### config.mk
export PLATFORM = sky130hd
export DESIGN_NAME = cmd_sequencer
export DESIGN_NICKNAME = d
export VERILOG_FILES = /design/src/rtl/cmd_sequencer.sv
export SDC_FILE = /design/constraint.sdc
export NUM_CORES = 1
export LEC_CHECK = 0
export CAP_MARGIN = 25
export CELL_PAD_IN_SITES_DETAIL_PLACEMENT = 1
export CELL_PAD_IN_SITES_GLOBAL_PLACEMENT = 1
export CORE_MARGIN = 10
export CORE_UTILIZATION = 25
export DETAILED_ROUTE_END_ITERATION = 10
export DONT_BUFFER_PORTS = 1
export PLACE_DENSITY = 0.49
export RECOVER_POWER = 25
export REMOVE_ABC_BUFFERS = 1
export SLEW_MARGIN = 20
export SYNTH_ARGS = -nofsm -noshare
export SYNTH_HDL_FRONTEND = slang
export SYNTH_SLANG_ARGS = --single-unit
### constraint.sdc
create_clock -name clk -period 3.7 [get_ports clk]
set_input_delay 0.74 -clock clk [delete_from_list [all_inputs] [get_ports clk]]
set_output_delay 0.74 -clock clk [all_outputs]
set_load 0.01 [all_outputs]
### src/rtl/cmd_sequencer.sv
// Audioport command/playback sequencer: command handshake with wait states,
// play/stop control, sample tick generation and ABUF double-buffer sequencing.
module cmd_sequencer #(
   parameter int CMD_WAIT_STATES   = 25,
   parameter int AUDIO_BUFFER_SIZE = 42,
   parameter int DIV_W             = 32
) (
   input  logic                                 clk,
   input  logic                                 rst,
   input  logic                                 cmd_valid_in,
   input  logic [7:0]                           cmd_in,
   output logic                                 cmd_ready_out,
   input  logic [DIV_W-1:0]                     clk_div_in,
   output logic                                 play_out,
   output logic                                 tick_out,
   output logic                                 clr_out,
   output logic                                 cfg_out,
   output logic                                 level_out,
   output logic                                 abuf_sel_out,
   output logic [$clog2(AUDIO_BUFFER_SIZE)-1:0] abuf_idx_out,
   output logic                                 irq_out,
   output logic                                 cmd_err_out
);

   localparam int IDX_W  = $clog2(AUDIO_BUFFER_SIZE);
   localparam int WAIT_W = $clog2(CMD_WAIT_STATES + 1);

   typedef enum logic {STOPPED = 1'b0, PLAYING = 1'b1} play_state_t;

   play_state_t       state_q, state_d;
   logic [WAIT_W-1:0] wait_q, wait_d;
   logic [DIV_W-1:0]  div_q, div_d;
   logic [DIV_W-1:0]  cnt_q, cnt_d;
   logic [IDX_W-1:0]  idx_q, idx_d;
   logic              sel_q, sel_d;
   logic              clr_q, clr_d;
   logic              cfg_q, cfg_d;
   logic              level_q, level_d;
   logic              irq_q, irq_d;
   logic              err_q, err_d;

   logic busy, accept, tick, legal;
   logic is_nop, is_clr, is_cfg, is_start, is_stop, is_level;

   assign busy   = (wait_q != '0);
   assign accept = cmd_valid_in && !busy;
   assign tick   = (state_q == PLAYING) && (cnt_q == div_q - DIV_W'(1));

   assign is_nop   = (cmd_in == 8'h00);
   assign is_clr   = (cmd_in == 8'h01);
   assign is_cfg   = (cmd_in == 8'h02);
   assign is_start = (cmd_in == 8'h04);
   assign is_stop  = (cmd_in == 8'h08);
   assign is_level = (cmd_in == 8'h10);
   assign legal    = is_nop | is_clr | is_cfg | is_start | is_stop | is_level;

   always_ff @(posedge clk or posedge rst) begin
      if (rst) begin
         state_q <= STOPPED;
         wait_q  <= '0;
         div_q   <= DIV_W'(2);
         cnt_q   <= '0;
         idx_q   <= '0;
         sel_q   <= 1'b0;
         clr_q   <= 1'b0;
         cfg_q   <= 1'b0;
         level_q <= 1'b0;
         irq_q   <= 1'b0;
         err_q   <= 1'b0;
      end else begin
         state_q <= state_d;
         wait_q  <= wait_d;
         div_q   <= div_d;
         cnt_q   <= cnt_d;
         idx_q   <= idx_d;
         sel_q   <= sel_d;
         clr_q   <= clr_d;
         cfg_q   <= cfg_d;
         level_q <= level_d;
         irq_q   <= irq_d;
         err_q   <= err_d;
      end
   end

   always_comb begin
      state_d = state_q;
      if (accept) begin
         if (is_start && state_q == STOPPED) state_d = PLAYING;
         if (is_stop && state_q == PLAYING)  state_d = STOPPED;
      end
   end

   // Tick/buffer update first; an accepted command then overrides, so a STOP
   // on a tick cycle keeps the swap but clears the index and counter.
   always_comb begin
      wait_d  = busy ? wait_q - WAIT_W'(1) : wait_q;
      div_d   = div_q;
      cnt_d   = cnt_q;
      idx_d   = idx_q;
      sel_d   = sel_q;
      clr_d   = 1'b0;
      cfg_d   = 1'b0;
      level_d = 1'b0;
      irq_d   = 1'b0;
      err_d   = 1'b0;

      if (state_q == PLAYING) begin
         if (tick) begin
            cnt_d = '0;
            if (idx_q == IDX_W'(AUDIO_BUFFER_SIZE - 1)) begin
               idx_d = '0;
               sel_d = ~sel_q;
               irq_d = 1'b1;
            end else begin
               idx_d = idx_q + IDX_W'(1);
            end
         end else begin
            cnt_d = cnt_q + DIV_W'(1);
         end
      end

      if (accept) begin
         if (!legal) begin
            err_d = 1'b1;
         end else if (is_clr || is_cfg) begin
            if (state_q == STOPPED) begin
               clr_d  = is_clr;
               cfg_d  = is_cfg;
               wait_d = WAIT_W'(CMD_WAIT_STATES);
               if (is_clr) begin
                  sel_d = 1'b0;
                  idx_d = '0;
               end
            end else begin
               err_d = 1'b1;
            end
         end else if (is_level) begin
            level_d = 1'b1;
            wait_d  = WAIT_W'(CMD_WAIT_STATES);
         end else if (is_start && state_q == STOPPED) begin
            div_d = (clk_div_in < DIV_W'(2)) ? DIV_W'(2) : clk_div_in;
            cnt_d = '0;
            idx_d = '0;
            sel_d = 1'b0;
         end else if (is_stop && state_q == PLAYING) begin
            cnt_d = '0;
            idx_d = '0;
         end
      end
   end

   always_comb begin
      cmd_ready_out = !busy;
      play_out      = (state_q == PLAYING);
      tick_out      = tick;
      clr_out       = clr_q;
      cfg_out       = cfg_q;
      level_out     = level_q;
      abuf_sel_out  = sel_q;
      abuf_idx_out  = idx_q;
      irq_out       = irq_q;
      cmd_err_out   = err_q;
   end

endmodule

# Yosys cells after proc, flatten, opt, wreduce, memory -nomap -nowiden
# Cells that the tools add are included.
[classes] magnitude_cmp=1 bitwise_logic=9 mux=57 add_sub_neg=4 eq_ne=7 reduce_logical=11
[op_table] op="2-to-1 mux 32 bit" count=9
[op_table] op="2-to-1 mux 6 bit" count=11
[op_table] op="adder 32 x 1 -> 32 bit (second input constant)" count=1
[op_table] op="equality test 32 bit" count=1
[op_table] op="less-than comparator 32 x 2 -> 1 bit (second input constant)" count=1
[op_table] op="subtractor 32 x 1 -> 32 bit (second input constant)" count=1
[op_table] op="2-to-1 mux 1 bit" count=31
[op_table] op="2-to-1 mux 5 bit" count=6
[op_table] op="equality test 8 x 1 -> 1 bit (second input constant)" count=1
[op_table] op="equality test 8 x 2 -> 1 bit (second input constant)" count=1
[op_table] op="equality test 8 x 3 -> 1 bit (second input constant)" count=1
[op_table] op="equality test 8 x 4 -> 1 bit (second input constant)" count=1
[op_table] op="equality test 8 x 5 -> 1 bit (second input constant)" count=1
[op_table] op="logical NOT 8 bit" count=1
[op_table] op="adder 6 x 1 -> 6 bit (second input constant)" count=1
[op_table] op="equality test 6 bit (second input constant)" count=1
[op_table] op="bitwise OR 1 bit" count=5
[op_table] op="AND reduction 5 bit" count=1
[op_table] op="nonzero test 5 bit" count=1
[op_table] op="subtractor 5 x 1 -> 5 bit (second input constant)" count=1
[op_table] op="logical AND 1 bit" count=4
[op_table] op="inverter 1 bit" count=4
[op_table] op="AND reduction 2 bit" count=1
[op_table] op="nonzero test 2 bit" count=1
[op_table] op="other kinds (2)" count=2
[totals] reg_bits=82 elab_cells=100 inputBits=43 output_inout_bits=15

# Logic depth before layout (Yosys ltp)
[logic_depth] ltp_word=11 mapped_depth=11 depth_no_buf=10

# Least setup slack after synthesis
# OpenSTA, ideal clock, no wires.
[synth_timing] path_type="reg-to-output" from="register div_q[0]" to="output tick_out" arrival_time_ns=2.467 slack_ns=0.493 required_ns=2.960 n_path_buf=0 path_stages_with_launch=10 cell_sequence="dfrtp_1 inv_1 ha_1 or4b_2 or3_1 o211ai_1 a32o_1 and4b_1 nand3_1 nor2_1"
[synth_via] elab_chain_len=3
[synth_lines] element="start, declared" line_no="32" text="logic [DIV_W-1:0] div_q, div_d;"
[synth_lines] element="start signal, assigned" line_no="73" text="div_q <= div_d;"
[synth_lines] element="subtractor 32 x 1 -> 32 bit" line_no="47" text="assign tick = (state_q == PLAYING) && (cnt_q == div_q - DIV_W'(1));"
[synth_lines] element="equality test 32 bit" line_no="47"
[synth_lines] element="logical AND 1 bit" line_no="47"
[synth_lines] element="end, declared" line_no="15" text="output logic tick_out,"
# No other way between the ends.

# Worst setup path after layout
[layout_timing] from="register div_q[5]" to="output tick_out"
# Same word-level chain as after synthesis.

==> impl_metrics.json <==
{
  "core_area_mm2": 0.0202,
  "dr.pass1.iters": 4,
  "drt_iter0_markers": 164,
  "cts_buffer_depth": 2,
  "cts_tree": "done",
  "critPathLaunchType": "register",
  "drtAntennaViolNets": 0,
  "path_class": "reg2out",
  "final_cell_mix": "dfrtp_1 (78), nor2_1 (65), xor2_1 (44)",
  "r2r_slack_ns": 0.33,
  "grt_max_degree": 45,
  "die_w_um": 163,
  "status": "complete, but fails checks",
  "drv_cap": 1,
  "hold_start": "cmd_in[0]",
  "avgSynthCellArea_um2": 9.48,
  "ir_drop_uv": 201,
  "r2r_start": "div_q[9]",
  "violations": "capacitance limit, slew limit",
  "worstSetupStartpoint": "div_q[5]",
  "cts_hold_buf": 0,
  "end_kind": "output port",
  "clock_skew_ns": 0.00698,
  "fin_area_mm2": 0.00608,
  "die_area_mm2": 0.0266,
  "ys_seq_area_frac": 0.401,
  "root_buffer": "clkbuf_16",
  "nets": 612,
  "vias": 4239,
  "drc": 0,
  "finalPower_mw": 3.30,
  "period_share": 0.964,
  "period_needed_ns": 3.57,
  "setup_viol": 0,
  "slew_violations": 40,
  "place_congestion": 0.810,
  "cts_buffers": 9,
  "drt-vias-per-instance": 5.05,
  "grt_first_pass_wirelength_um": 25100,
  "clk_pin_slew_ns": 0.06,
  "async_flop_share": 1.00,
  "final_common_cell": "dfrtp_1",
  "routed_wl_um": 15700,
  "slew_headroom": -0.199,
  "synth-seq-cells": 82,
  "crit_required_ns": 2.96,
  "wire_per_inst_um": 18.7,
  "yosys_warnings": 0,
  "regArea_mm2": 0.00206,
  "cp.arrival_ns": 2.83,
  "synthCells": 540,
  "synth_area_mm2": 0.00512,
  "multi_input_area_mm2": 0.00305,
  "grt_pass1_vias": 4326,
  "powerDensity_mw_per_mm2": 543,
  "hold_class": "in2reg",
  "cts_sinks": 82,
  "grt_overflow": 0,
  "hold_viol_final": 0,
  "fillerInstances": 2319,
  "power.leakage_nw": 2.42,
  "ys_dominant_reg_cell": "dfrtp_1",
  "num_rows": 52,
  "placed_cell_area_mm2": 0.00554,
  "grt_util_all_layers": 0.119,
  "portBuffers": 0,
  "antenna_found_initial": 1,
  "worst_slew_pin_slew_ns": 1.79,
  "hpwl_um": 12100,
  "max_freq_ghz": 0.280,
  "diodes": 0,
  "worstPathMaxFanout": 4,
  "drive_gt1_frac": 0.202,
  "synth_edf_count": 0,
  "syn_to_final_growth_pct": 18.8,
  "synthDistinctLibCells": 65,
  "clk_latency_ns": 0.35,
  "die_h_um": 163,
  "boundaryPins": 58,
  "cts_htree_levels": 3,
  "initial_core_util": 0.254
}
==> through the flow <==
step | TNS, ns | hold slack, ns | std cells | setup WS (ns) | utilization
5_1_grt | -0.0223 | 0.440 | 839 | -0.0223 | 0.301
3_3_place_gp | 0 | 0.487 | 813 | 0.138 | 0.275
3_5_place_dp | 0 | 0.506 | 813 | 0.0318 | 0.275
4_1_cts | 0 | 0.393 | 829 | 0.00694 | 0.296
2_1_floorplan | 0 | 0.470 | 523 | 0.493 | -
6_report | 0 | 0.456 | 839 | 0.133 | 0.301
==> state kept, by name, indices dropped and copies added (netlist names) <==
register,count
cmd_err_out,1
play_out,1
cfg_out,1
div_q,32
clr_out,1
abuf_idx_out,6
cnt_q,32
irq_out,1
abuf_sel_out,1
wait_q,5
level_out,1
==> where the power goes <==
part,internal (mW),switching (mW),leakage [nW]
logic,0.404,0.457,1.27
clock network,0.745,0.370,0.180
registers,1.07,0.256,0.970
==> layout make-up <==
cell class	count	area share
Inverter	12	0.00761
Clock buffer	11	0.0399
Multi-Input combinational cell	429	0.501
Clock inverter	5	0.0206
Sequential cell	82	0.338
Tap cell	270	0.0556
Timing Repair Buffer	30	0.0366
==> timing repair <==
action,4_1_cts,5_1_grt
buffers inserted,0,10
setup endpoints to repair,1,1
gates resized for setup,13,14
pin swaps,3,7
==> Yosys cell counts, drive strengths merged (7+ instances only) <==
master  number  area [µm²]
a21oi       10        50.1
and3        12        75.1
and4         9        78.8
clkbuf      15        56.3
dfrtp       81        2030
inv         12        45.0
mux2        29         327
nand2       34         128
nand3       25         130
nand4       12        75.1
nor2        68         255
nor3        21         116
nor4        21         159
o21ai       18        90.1
or4          7        60.1
xnor2       32         280
xor2        44         385
==> path summary, 6_finish.rpt <==
path                                   end  depth (start not counted)
max reg2reg                abuf_idx_out[1]                         10
max                               tick_out                          7
min in group asynchronous        div_q[13]                          1
min reg2reg                      wait_q[4]                          1
max in group asynchronous         div_q[0]                          2
min                                cfg_out                          1
==> cell families after synthesis <==
| family | after synthesis | synth area share |
|---|---|---|
| adder cells (fa/ha/maj) | 6 | 0.0142 |
| XOR/XNOR | 76 | 0.130 |
| buffers and inverters | 29 | 0.0242 |
| AO/OA/AOI/OAI | 74 | 0.100 |
| flip-flops | 82 | 0.401 |
| multiplexers | 31 | 0.0677 |
| AND/OR/NAND/NOR | 242 | 0.263 |
==> critical path: stages, from the launching register on <==
cell and delay [ns]:
dfrtp_2 0.43, or4_4 0.58, nor3_4 0.22, a211oi_1 0.11, a211oi_2 0.34, nor2_2 0.08
or4b_4 0.57, nor2_4 0.14
==> metal layers <==
| metal | part of all wire | GRT usage | wire (µm) |
|---|---|---|---|
| met3 | 0.050 | 0.0330 | 778 |
| met2 | 0.48 | 0.195 | 7590 |
| met4 | 0.011 | 0.0344 | 176 |
| met5 | 0 | 0 | 0 |
| met1 | 0.46 | 0.150 | 7140 |
No activity file was read; power rests on OpenSTA's default activity.
